## src/rtl/bus_resp_pkg.sv

```systemverilog
// Shared types, default sizing and helpers for the bus target responder.
package bus_resp_pkg;

   typedef enum logic [1:0] {
      S_IDLE,
      S_GRANT,
      S_XFER,
      S_DONE
   } resp_state_e;

   localparam int DATA_W_DEF  = 8;
   localparam int SIZE_W_DEF  = 4;
   localparam int TMO_CYC_DEF = 8;

   // Bits needed to count 0..value-1, never less than one bit.
   function automatic int clog2(input int value);
      int width;
      width = 1;
      while ((1 << width) < value) width++;
      return width;
   endfunction

endpackage

```

## src/rtl/bus_target_resp_timer.sv

```systemverilog
// resp_timer: loadable up-counter with clear, enable and a terminal-count flag.
module resp_timer #(
   parameter int WIDTH  = 3,
   parameter int TC_VAL = 7
) (
   input  logic             clk,
   input  logic             reset,
   input  logic             i_clr,
   input  logic             i_load,
   input  logic [WIDTH-1:0] i_load_val,
   input  logic             i_en,
   output logic             o_tc
);

   localparam logic [WIDTH-1:0] TC = WIDTH'(TC_VAL);

   logic [WIDTH-1:0] r_count;

   // NOTE: sequential state uses non-blocking assignments only, so every
   // always_ff reads the pre-edge value of every register.
   always_ff @(posedge clk) begin
      if (reset || i_clr) begin
         r_count <= '0;
      end else if (i_load) begin
         r_count <= i_load_val;
      end else if (i_en && !o_tc) begin
         r_count <= r_count + 1'b1;
      end
   end

   assign o_tc = (r_count == TC);

endmodule

```

## src/rtl/bus_target_resp.sv

```systemverilog
// bus_target_resp: grants one initiator request and streams the read burst.
// Define BUS_TARGET_RESP_PARITY_EN to add data_par (even parity of data_out).
module bus_target_resp
   import bus_resp_pkg::*;
#(
   parameter int DATA_W  = DATA_W_DEF,
   parameter int SIZE_W  = SIZE_W_DEF,
   parameter int TMO_CYC = TMO_CYC_DEF
) (
   input  logic              clk,
   input  logic              reset,
   input  logic              req,
   input  logic              frame,
   input  logic [SIZE_W-1:0] size,
   input  logic              dbusy_n,
   input  logic [DATA_W-1:0] data_in,
   output logic              grant,
   output logic              dbus_enb,
   output logic [DATA_W-1:0] data_out,
   output logic              ack,
   output logic              data_last,
   output logic              data_rd,
   output logic              time_out,
`ifdef BUS_TARGET_RESP_PARITY_EN
   output logic              busy,
   output logic              data_par
`else
   output logic              busy
`endif
);

   localparam int TMR_W = clog2(TMO_CYC);

   resp_state_e       r_state;
   logic [SIZE_W-1:0] r_remaining;
   logic              r_grant;
   logic              r_dbus_enb;
   logic [DATA_W-1:0] r_data_out;
   logic              r_ack;
   logic              r_data_last;
   logic              r_time_out;
   logic              r_busy;
   logic              w_tmr_tc;
   logic              w_beat;

   resp_timer #(
      .WIDTH  (TMR_W),
      .TC_VAL (TMO_CYC - 1)
   ) u_grant_timer (
      .clk        (clk),
      .reset      (reset),
      .i_clr      (r_state != S_GRANT),
      .i_load     (1'b0),
      .i_load_val ('0),
      .i_en       (r_state == S_GRANT),
      .o_tc       (w_tmr_tc)
   );

   // A beat moves only while the frame is held and the initiator is ready.
   assign w_beat = (r_state == S_XFER) && frame && dbusy_n && !reset;

   always_ff @(posedge clk) begin
      if (reset) begin
         r_state     <= S_IDLE;
         r_remaining <= '0;
         r_grant     <= 1'b0;
         r_dbus_enb  <= 1'b0;
         r_data_out  <= '0;
         r_ack       <= 1'b0;
         r_data_last <= 1'b0;
         r_time_out  <= 1'b0;
         r_busy      <= 1'b0;
      end else begin
         // NOTE: pulse outputs default low each cycle; branches only raise them.
         r_ack       <= 1'b0;
         r_data_last <= 1'b0;
         r_time_out  <= 1'b0;
         unique case (r_state)
            S_IDLE: begin
               if (req) begin
                  r_state <= S_GRANT;
                  r_grant <= 1'b1;
                  r_busy  <= 1'b1;
               end
            end
            S_GRANT: begin
               if (frame) begin
                  r_remaining <= size;
                  r_state     <= S_XFER;
                  r_grant     <= 1'b0;
                  r_dbus_enb  <= 1'b1;
               end else if (w_tmr_tc) begin
                  r_time_out <= 1'b1;
                  r_grant    <= 1'b0;
                  r_busy     <= 1'b0;
                  r_state    <= S_IDLE;
               end
            end
            S_XFER: begin
               if (!frame) begin
                  r_dbus_enb <= 1'b0;
                  r_busy     <= 1'b0;
                  r_state    <= S_IDLE;
               end else if (dbusy_n) begin
                  r_data_out <= data_in;
                  r_ack      <= 1'b1;
                  if (r_remaining == '0) begin
                     r_data_last <= 1'b1;
                     r_dbus_enb  <= 1'b0;
                     r_state     <= S_DONE;
                  end else begin
                     r_remaining <= r_remaining - 1'b1;
                  end
               end
            end
            S_DONE: begin
               r_busy  <= 1'b0;
               r_state <= S_IDLE;
            end
            default: r_state <= S_IDLE;
         endcase
      end
   end

`ifdef BUS_TARGET_RESP_PARITY_EN
   logic r_data_par;

   always_ff @(posedge clk) begin
      if (reset) begin
         r_data_par <= 1'b0;
      end else if (w_beat) begin
         r_data_par <= ^data_in;
      end
   end

   assign data_par = r_data_par;
`endif

   assign grant     = r_grant;
   assign dbus_enb  = r_dbus_enb;
   assign data_out  = r_data_out;
   assign ack       = r_ack;
   assign data_last = r_data_last;
   assign data_rd   = w_beat;
   assign time_out  = r_time_out;
   assign busy      = r_busy;

endmodule
```

## config.mk

```make
export PLATFORM = sky130hd
export DESIGN_NAME = bus_target_resp
export DESIGN_NICKNAME = d
export VERILOG_FILES = /design/src/rtl/bus_resp_pkg.sv /design/src/rtl/bus_target_resp_timer.sv /design/src/rtl/bus_target_resp.sv
export SDC_FILE = /design/constraint.sdc
export NUM_CORES = 1
export LEC_CHECK = 0
export CAP_MARGIN = 40
export CORE_MARGIN = 2
export CORE_UTILIZATION = 35
export CTS_BUF_LIST = sky130_fd_sc_hd__clkbuf_4 sky130_fd_sc_hd__clkbuf_8
export CTS_CLUSTER_DIAMETER = 80
export DETAILED_ROUTE_END_ITERATION = 8
export PLACE_DENSITY = 0.61
export RECOVER_POWER = 100
export SYNTH_ARGS = -nofsm -noshare
export SYNTH_HDL_FRONTEND = slang
export SYNTH_SLANG_ARGS = --single-unit
export TNS_END_PERCENT = 100
```

## constraint.sdc

```tcl
create_clock -name clk -period 2.94 [get_ports clk]
set_input_delay 0.588 -clock clk [delete_from_list [all_inputs] [get_ports clk]]
set_output_delay 0.588 -clock clk [all_outputs]
set_load 0.01 [all_outputs]
```

==> impl_metrics.py, run 1 <==
metrics = {
    "placed_design": {
        "gp_congestion": 0.759,
        "place_inst": 182,
        "dp.final_hpwl_um": 1770,
        "portBuffers": 31,
        "post-place-ws_ns": 0.410,
        "placed_cell_area_sq_um": 1420,
    },
    "pwr": {
        "comb_power_share": 0.161,
        "switching_share": 0.249,
        "peakVddDrop_mv": 0.240,
        "p_per_area_nw_per_um2": 413,
        "p_leak_nw": 0.566,
        "p_sw_mw": 0.145,
        "p_clk_frac": 0.268,
        "p_seq_frac": 0.570,
        "intPower_mw": 0.436,
    },
    "final_layout": {
        "drive_above_1_share": 0.0784,
        "instances_no_fill": 186,
        "design_area_sq_um": 1410,
        "area_growth_syn_to_layout_pct": 30.1,
        "layout.nets": 174,
        "antennaDiodeCount": 0,
        "nFillCells": 313,
    },
    "die": {
        "core-area_sq_um": 3000,
        "rows": 20,
        "die-area_sq_um": 3550,
        "die_y_um": 59.5,
        "die_w_um": 59.5,
        "initial_core_util": 0.360,
        "pin_count": 32,
    },
    "routing": {
        "routed_via_density": 5.00,
        "vias": 930,
        "drt_iter0_drc": 43,
        "routedWlPerCell_um": 12.6,
        "detail-route-antenna-nets": 0,
        "dr.pass1.iters": 4,
        "route.detailed.drc": 0,
        "finalWirelength_um": 2340,
    },
    "sta": {
        "fmax_mhz": 375,
        "finalSetupViolCount": 0,
        "hold_viol": 0,
        "tns_ns": 0,
        "worst_pin_slew_ns": 0.754,
        "rsz0062_at_grt": "no",
        "max_slew_margin": 0.498,
        "min_period_over_period": 0.907,
        "final_period_minus_worst_setup_slack_ns": 2.67,
        "skew_ns": 0.00563,
        "slew_viol_final": 0,
        "fin_hold_ws_ns": 0.464,
        "setup_ws_ns": 0.273,
    },
    "global_routing": {
        "grt_pass1_vias": 915,
        "grt_pass1_wl_um": 3840,
        "grt_max_degree": 18,
        "grt_overflow": 0,
        "grt_util_all_layers": 0.144,
        "antenna_found_initial": 0,
    },
    "clock_network": {
        "htreeDepth": 1,
        "cts_setup_buffers": 0,
        "postCtsHoldBufs": 0,
        "cts_tree": "done",
        "cts.sink_count": 23,
        "clk_path_buf_depth": 2,
        "clock_latency_ns": 0.31,
        "path_clk_slew_ns": 0.12,
        "ctsResizeCount": 0,
        "root_buffer": "clkbuf_4",
        "cts_buffers": 3,
    },
    "synth": {
        "ys_async_sr_fraction": 0,
        "synth_most_common_cell": "dfxtp_1",
        "ys_dominant_reg_cell": "dfxtp_1",
        "yosys.area.top_type": "dfxtp_1",
        "yosysWarnings": 0,
        "syn_area_per_cell_sq_um": 8.92,
        "synth_top_area_frac": 0.426,
        "yosys-top-cells-area": "dfxtp_1 (43%), nand2_1 (7.0%), a21oi_1 (6.5%), nor2_1 (4.2%), ha_1 (3.5%)",
        "syn_nets": 141,
        "synth-seq-cells": 23,
        "synth_edf_count": 0,
        "synth_common_cells": "dfxtp_1 (23), nand2_1 (20), a21oi_1 (14)",
        "ys_types": 35,
        "synth_area_sq_um": 1080,
        "syn_inst": 121,
        "ys_seq_area_frac": 0.426,
    },
    "critical_path": {
        "critPathLaunch": "dbusy_n",
        "r2r_end": "r_remaining[2]$_SDFFE_PP0P_",
        "rrSetupSlack_ns": 0.90,
        "endpoint": "data_rd",
        "cp.arrival_ns": 2.08,
        "critPathLaunchType": "primary input",
        "worstReg2RegStart": "r_state[0]$_SDFFE_PP0P_",
        "crit_fanout": 3,
        "path_class": "primary input to output port",
        "endpoint_kind": "output port",
        "reg2regPathDepth": 5,
        "critPathRequiredTime_ns": 2.35,
    },
    "run_status": {
        "status": "finished, final reports clean",
    },
    "job": {
        "cap_violations": 0,
    },
    "hold_path": {
        "hp-class": "flop to flop",
    },
}
-- metrics by stage --
stage / total power, mW / utilization
global placement: 0.440 / 0.472
floorplan: 0.400 / -
CTS: 0.600 / 0.482
detailed placement: 0.441 / 0.472
global route: 0.613 / 0.468
finish: 0.581 / 0.468
-- final cells by class --
class                      count  area (sq um)  share of cell area
inverter                       4          15.0              0.0107
sequential                    23           460               0.328
tap                           33          41.3              0.0294
timing repair buffer          35           333               0.237
clock buffer                   4          30.0              0.0214
multi-input combinational     87           526               0.374
-- cells by family after synthesis --
| group | count (synthesis) | synth area share |
|---|---|---|
| flops | 23 | 0.426 |
| buf+inv | 11 | 0.0556 |
| fa+ha+maj | 3 | 0.0348 |
| mux | 3 | 0.0290 |
| xor+xnor | 2 | 0.0162 |
| simple gates | 49 | 0.251 |
| compound gates | 30 | 0.187 |
-- cell usage in the layout (no fill, tap or decap), drive strengths merged, types with 3 or more instances in the layout --
| cell | synthesis | final |
|---|---|---|
| clkdlybuf4s50 | 0 | 15 |
| nor2 | 13 | 13 |
| ha | 3 | 3 |
| clkbuf | 1 | 6 |
| dfxtp | 23 | 23 |
| a21oi | 16 | 16 |
| o21ai | 6 | 6 |
| nor2b | 4 | 4 |
| inv | 4 | 4 |
| nand2 | 20 | 20 |
| dlygate4sd3 | 0 | 16 |
-- per-layer routing --
| metal | routed length (um) | global-route usage | up-vias |
|---|---|---|---|
| met5 | 0 | 0 | - |
| met4 | 53 | 0.0762 | 0 |
| met3 | 149 | 0.0328 | 4 |
| met2 | 1170 | 0.248 | 27 |
| met1 | 972 | 0.163 | 425 |
| li1 | - | - | 474 |
-- power by group through the flow --
stage | clock network [mW] | logic, mW | registers [mW]
after global routing | 0.175 | 0.103 | 0.334
after CTS | 0.165 | 0.103 | 0.332
final | 0.156 | 0.0936 | 0.331
after floorplan | 0 | 0.0625 | 0.337
after detailed placement | 0 | 0.103 | 0.339
after global placement | 0 | 0.101 | 0.338
-- state kept, by name (all words and copies together), names as in the netlist, 2 cells and up --
| register | flops |
|---|---|
| r_remaining | 4 |
| data_out | 8 |
| u_grant_timer.r_count | 3 |
| r_state | 2 |
-- critical path, stage by stage --
cell             delay [ns]
dlygate4sd3_1          0.58
nand4b_1               0.21
nor2_1                 0.15
clkdlybuf4s50_1        0.55
-- how the worst min path moves through the flow --
stage	from	to	slack, ns	cells past startpoint
6_report	data_out[1]$_SDFFE_PP0P_	data_out[1]$_SDFFE_PP0P_	0.46	2
4_1_cts	data_out[1]$_SDFFE_PP0P_	data_out[1]$_SDFFE_PP0P_	0.47	2
3_5_place_dp	data_out[1]$_SDFFE_PP0P_	data_out[1]$_SDFFE_PP0P_	0.45	2
2_1_floorplan	u_grant_timer.r_count[1]$_SDFFE_PP0P_	u_grant_timer.r_count[1]$_SDFFE_PP0P_	0.47	2
3_3_place_gp	data_out[4]$_SDFFE_PP0P_	data_out[4]$_SDFFE_PP0P_	0.44	2
5_1_grt	data_out[6]$_SDFFE_PP0P_	data_out[6]$_SDFFE_PP0P_	0.50	2
Power figures use the tool's default switching activity.
==> run 2: changes to the inputs <==
--- a/config.mk
+++ b/config.mk
@@ -11,6 +11,7 @@
 export CTS_BUF_LIST = sky130_fd_sc_hd__clkbuf_4 sky130_fd_sc_hd__clkbuf_8
 export CTS_CLUSTER_DIAMETER = 80
 export DETAILED_ROUTE_END_ITERATION = 8
+export MAX_ROUTING_LAYER = met4
 export PLACE_DENSITY = 0.61
 export RECOVER_POWER = 100
 export SYNTH_ARGS = -nofsm -noshare
==> run 2 against run 1 <==
Largest cell class unchanged. Critical endpoint unchanged. Flip-flop and latch count did not move. Clock-buffer cell count did not move. Largest power group unchanged. Die area did not move. Global-route usage rose by 0.42 points.
==> impl_metrics.py, run 2 (synthesized netlist as in run 1, its figures left out) <==
metrics = {
    "final_layout": {
        "drive_above_1_share": 0.0784,
        "instances_no_fill": 186,
        "layout.nets": 174,
        "antennaDiodeCount": 0,
        "area_growth_syn_to_layout_pct": 30.1,
        "largest_register_ffs": 8,
        "final_cell_mix": "dfxtp_1 (23), nand2_1 (20), dlygate4sd3_1 (16)",
        "layout_commonest_cell": "dfxtp_1",
    },
    "die": {
        "rows": 20,
        "die_y_um": 59.5,
        "pin_count": 32,
        "die-area_sq_um": 3550,
        "die_w_um": 59.5,
        "core-area_sq_um": 3000,
        "initial_core_util": 0.360,
    },
    "sta": {
        "tns_ns": 0,
        "rsz0062_at_grt": "no",
        "worst_pin_slew_ns": 0.764,
        "skew_ns": 0.00565,
        "max_slew_margin": 0.491,
        "hold_viol": 0,
        "setup_ws_ns": 0.272,
        "final_period_minus_worst_setup_slack_ns": 2.67,
        "finalSetupViolCount": 0,
        "min_period_over_period": 0.908,
        "fmax_mhz": 375,
        "slew_viol_final": 0,
    },
    "job": {
        "cap_violations": 0,
    },
    "pwr": {
        "p_sw_mw": 0.145,
        "p_leak_nw": 0.566,
        "p_seq_frac": 0.570,
        "switching_share": 0.249,
        "intPower_mw": 0.436,
        "peakVddDrop_mv": 0.240,
        "comb_power_share": 0.161,
        "p_clk_frac": 0.268,
        "p_per_area_nw_per_um2": 413,
    },
    "routing": {
        "finalWirelength_um": 2340,
        "route.detailed.drc": 0,
        "routed_via_density": 4.99,
        "vias": 929,
        "dr.pass1.iters": 4,
        "routedWlPerCell_um": 12.6,
        "drt_iter0_drc": 40,
        "detail-route-antenna-nets": 0,
    },
    "critical_path": {
        "critPathLaunchType": "primary input",
        "cp.arrival_ns": 2.08,
        "r2r_end": "r_remaining[2]$_SDFFE_PP0P_",
        "endpoint_kind": "output port",
        "worstReg2RegStart": "r_state[0]$_SDFFE_PP0P_",
        "crit_fanout": 3,
        "rrSetupSlack_ns": 0.90,
        "reg2regPathDepth": 5,
        "critPathRequiredTime_ns": 2.35,
        "path_class": "primary input to output port",
    },
    "clock_network": {
        "cts_buffers": 3,
        "ctsResizeCount": 0,
        "htreeDepth": 1,
        "cts_tree": "done",
        "path_clk_slew_ns": 0.12,
        "clk_path_buf_depth": 2,
        "clock_latency_ns": 0.31,
        "root_buffer": "clkbuf_4",
        "cts.sink_count": 23,
        "cts_setup_buffers": 0,
        "postCtsHoldBufs": 0,
    },
    "global_routing": {
        "antenna_found_initial": 0,
        "grt_pass1_vias": 916,
        "grt_util_all_layers": 0.148,
        "grt_max_degree": 18,
        "grt_overflow": 0,
        "grt_pass1_wl_um": 3840,
    },
    "placed_design": {
        "gp_congestion": 0.769,
        "place_inst": 182,
        "post-place-ws_ns": 0.410,
        "dp.final_hpwl_um": 1770,
        "portBuffers": 31,
    },
    "run_status": {
        "status": "finished, final reports clean",
    },
    "hold_path": {
        "hold_end": "data_out[1]$_SDFFE_PP0P_",
        "hp-class": "flop to flop",
        "min-delay-start": "data_out[1]$_SDFFE_PP0P_",
        "whs_path_depth": 2,
    },
}
## run 2: final cells by class
cell class,count,area (sq um)
Sequential cell,23,460
Inverter,4,15.0
Fill cell,313,1600
Tap cell,33,41.3
Multi-Input combinational cell,87,526
Clock buffer,4,30.0
Timing Repair Buffer,35,333
## run 2: how the worst max path moves through the flow
stage	from	end	slack, ns	cells after the start
final	dbusy_n	data_rd	0.27	4
after global routing	dbusy_n	data_rd	0.23	4
after CTS	dbusy_n	data_rd	0.41	4
after detailed placement	dbusy_n	data_rd	0.41	4
after global placement	dbusy_n	data_rd	0.42	4
after floorplan	frame	data_rd	1.12	4
## run 2: power groups by stage
stage / clock network, mW / logic, mW / registers [mW]
2_1_floorplan: 0 / 0.0625 / 0.337
3_3_place_gp: 0 / 0.101 / 0.338
3_5_place_dp: 0 / 0.103 / 0.339
4_1_cts: 0.165 / 0.103 / 0.332
5_1_grt: 0.175 / 0.103 / 0.334
6_report: 0.156 / 0.0936 / 0.331
## run 2: routing by layer
metal,vias up,wire length [um],part of all wire,track usage
met4,0,55,0.023,0.0762
met5,-,0,0,-
met3,4,138,0.059,0.0284
li1,474,-,-,-
met2,26,1170,0.50,0.248
met1,425,980,0.42,0.166
## run 2: critical path, stage by stage
cell             delay [ns]
dlygate4sd3_1          0.58
nand4b_1               0.21
nor2_1                 0.16
clkdlybuf4s50_1        0.55
## run 2: through the flow
| stage | hold slack (ns) | util | instance area, sq um | power [mW] |
|---|---|---|---|---|
| final | 0.464 | 0.468 | 1410 | 0.581 |
| after global routing | 0.497 | 0.468 | 1410 | 0.613 |
| after CTS | 0.469 | 0.482 | 1450 | 0.600 |
| after detailed placement | 0.451 | 0.472 | 1420 | 0.441 |
| after global placement | 0.444 | 0.472 | 1420 | 0.440 |
| after floorplan | 0.468 | - | 1080 | 0.400 |
==> run 3: changes to the inputs <==
--- a/config.mk
+++ b/config.mk
@@ -12,7 +12,7 @@
 export CTS_CLUSTER_DIAMETER = 80
 export DETAILED_ROUTE_END_ITERATION = 8
 export MAX_ROUTING_LAYER = met4
-export PLACE_DENSITY = 0.61
+export PLACE_DENSITY = 0.64
 export RECOVER_POWER = 100
 export SYNTH_ARGS = -nofsm -noshare
 export SYNTH_HDL_FRONTEND = slang
==> constraint.sdc (replaced) <==
create_clock -name clk -period 2.3 [get_ports clk]
set_input_delay 0.46 -clock clk [delete_from_list [all_inputs] [get_ports clk]]
set_output_delay 0.46 -clock clk [all_outputs]
set_load 0.01 [all_outputs]
==> run 3 against run 2 <==
Non-clock buffer count rose by 1. Via count increased by 1.1%. Final cell count is 0.54% higher. Setup slack got worse by 0.22 ns. First-iteration DRC count fell by 50%. Largest power group unchanged. Power is 25% higher. Highest routed layer unchanged. Register-to-register slack got worse by 0.54 ns. Global-route usage decreased by 0.74 points. Hold slack lost 0.0055 ns.
==> impl_metrics.py, run 3 (synthesized netlist as in run 1, its figures left out) <==
metrics = {
    "global_routing": {
        "grt_overflow": 0,
        "grt_util_all_layers": 0.140,
        "grt_pass1_vias": 895,
        "grt_max_degree": 18,
        "antenna_found_initial": 0,
        "grt_pass1_wl_um": 3730,
    },
    "die": {
        "pin_count": 32,
        "die_w_um": 59.5,
        "die_y_um": 59.5,
        "core-area_sq_um": 3000,
        "rows": 20,
        "initial_core_util": 0.360,
        "die-area_sq_um": 3550,
    },
    "sta": {
        "tns_ns": 0,
        "finalSetupViolCount": 0,
        "slew_viol_final": 0,
        "fin_hold_ws_ns": 0.458,
        "rsz0062_at_grt": "no",
        "min_period_over_period": 0.976,
        "skew_ns": 0.00391,
        "final_period_minus_worst_setup_slack_ns": 2.24,
        "fmax_mhz": 446,
        "hold_viol": 0,
        "max_slew_margin": 0.518,
        "worst_pin_slew_ns": 0.724,
    },
    "placed_design": {
        "gp_congestion": 0.751,
        "placed_cell_area_sq_um": 1420,
        "portBuffers": 31,
        "dp.final_hpwl_um": 1730,
    },
    "pwr": {
        "peakVddDrop_mv": 0.213,
        "p_per_area_nw_per_um2": 516,
        "p_leak_nw": 0.574,
    },
    "final_layout": {
        "layout_commonest_cell": "dfxtp_1",
        "area_growth_syn_to_layout_pct": 29.9,
        "drive_above_1_share": 0.0714,
        "seq_area_sq_um": 460,
        "layout.nets": 175,
        "multi_input_area_sq_um": 518,
        "antennaDiodeCount": 0,
        "largest_register_ffs": 8,
        "design_area_sq_um": 1400,
        "nFillCells": 323,
        "final_cell_mix": "dfxtp_1 (23), nand2_1 (20), clkdlybuf4s50_1 (16)",
    },
    "hold_path": {
        "hp-class": "flop to flop",
    },
    "critical_path": {
        "cp.arrival_ns": 1.78,
        "cp_num_buf_inv": 2,
        "endpoint_kind": "output port",
        "crit_chain": "clkdlybuf4s50_1 > nand4b_4 > nor2_1 > clkdlybuf4s50_1",
        "crit_path_frequent_cell": "clkdlybuf4s50_1",
        "slowest_delay_ns": 0.56,
        "critPathRequiredTime_ns": 1.84,
        "critPathLaunchType": "primary input",
        "critPathSlowestCell": "clkdlybuf4s50_1",
        "rrSetupSlack_ns": 0.36,
        "crit_fanout": 2,
        "crit_family": "buffers and inverters",
        "path_class": "primary input to output port",
    },
    "routing": {
        "detail-route-antenna-nets": 0,
        "vias": 939,
        "routed_via_density": 5.02,
        "route.detailed.drc": 0,
        "dr.pass1.iters": 4,
        "routedWlPerCell_um": 12.0,
        "drt_iter0_drc": 20,
        "finalWirelength_um": 2240,
    },
    "clock_network": {
        "cts_buffers": 3,
        "htreeDepth": 1,
        "root_buffer": "clkbuf_4",
        "cts_tree": "done",
        "clk_path_buf_depth": 2,
        "cts_setup_buffers": 0,
        "cts.sink_count": 23,
        "clock_latency_ns": 0.31,
        "path_clk_slew_ns": 0.12,
        "postCtsHoldBufs": 0,
        "ctsResizeCount": 0,
    },
    "job": {
        "cap_violations": 0,
    },
    "run_status": {
        "status": "finished, final reports clean",
    },
}
## run 3: changes by cell type in the layout (fill, tap and decap cells not counted), sizes merged
cell,delta
buf,+1
clkbuf,-1
clkdlybuf4s50,+1
clkinv,+1
dlygate4sd3,-1
## run 3: path summary, 6_finish.rpt
check,from,to,depth (start not counted)
worst min-delay path,data_out[5]$_SDFFE_PP0P_,data_out[5]$_SDFFE_PP0P_,2
worst min register to register,data_out[5]$_SDFFE_PP0P_,data_out[5]$_SDFFE_PP0P_,2
worst max-delay path,frame,data_rd,4
worst max register to register,r_state[1]$_SDFFE_PP0P_,r_state[0]$_SDFFE_PP0P_,5
## run 3: metal layers
layer / part of all wire / wire length [um] / GRT usage
met3: 0.054 / 122 / 0.0284
met1: 0.43 / 971 / 0.160
met2: 0.50 / 1130 / 0.248
met4: 0.0094 / 21 / 0.0381
met5: 0 / 0 / -
## run 3: final cells by class
class	count	area share
Clock inverter	1	0.00357
Clock buffer	3	0.0161
Multi-Input combinational cell	87	0.369
Timing Repair Buffer	36	0.243
Sequential cell	23	0.328
Inverter	4	0.0107
Tap cell	33	0.0294
## run 3: worst min-delay path: cells and delay by family (launching register included)
kind	cells	cell delay, ns
AO/OA/AOI/OAI	1	0.05
flip-flops	1	0.33
AND/OR/NAND/NOR	1	0.05
## run 3: stage by stage
step	instances	total power, mW	setup WS [ns]	util
after floorplan	121	0.511	0.735	-
after global placement	183	0.562	0.0598	0.474
after detailed placement	183	0.565	0.0503	0.474
after CTS	187	0.751	0.0487	0.483
after global routing	187	0.768	0.0124	0.467
final	187	0.724	0.0555	0.467
## run 3: report_power, final
group | internal, mW | switching, mW | total, mW | leakage, nW
sequential | 0.411 | 0.0122 | 0.424 | 0.187
clock | 0.0650 | 0.118 | 0.183 | 0.0177
combinational | 0.0646 | 0.0525 | 0.117 | 0.369
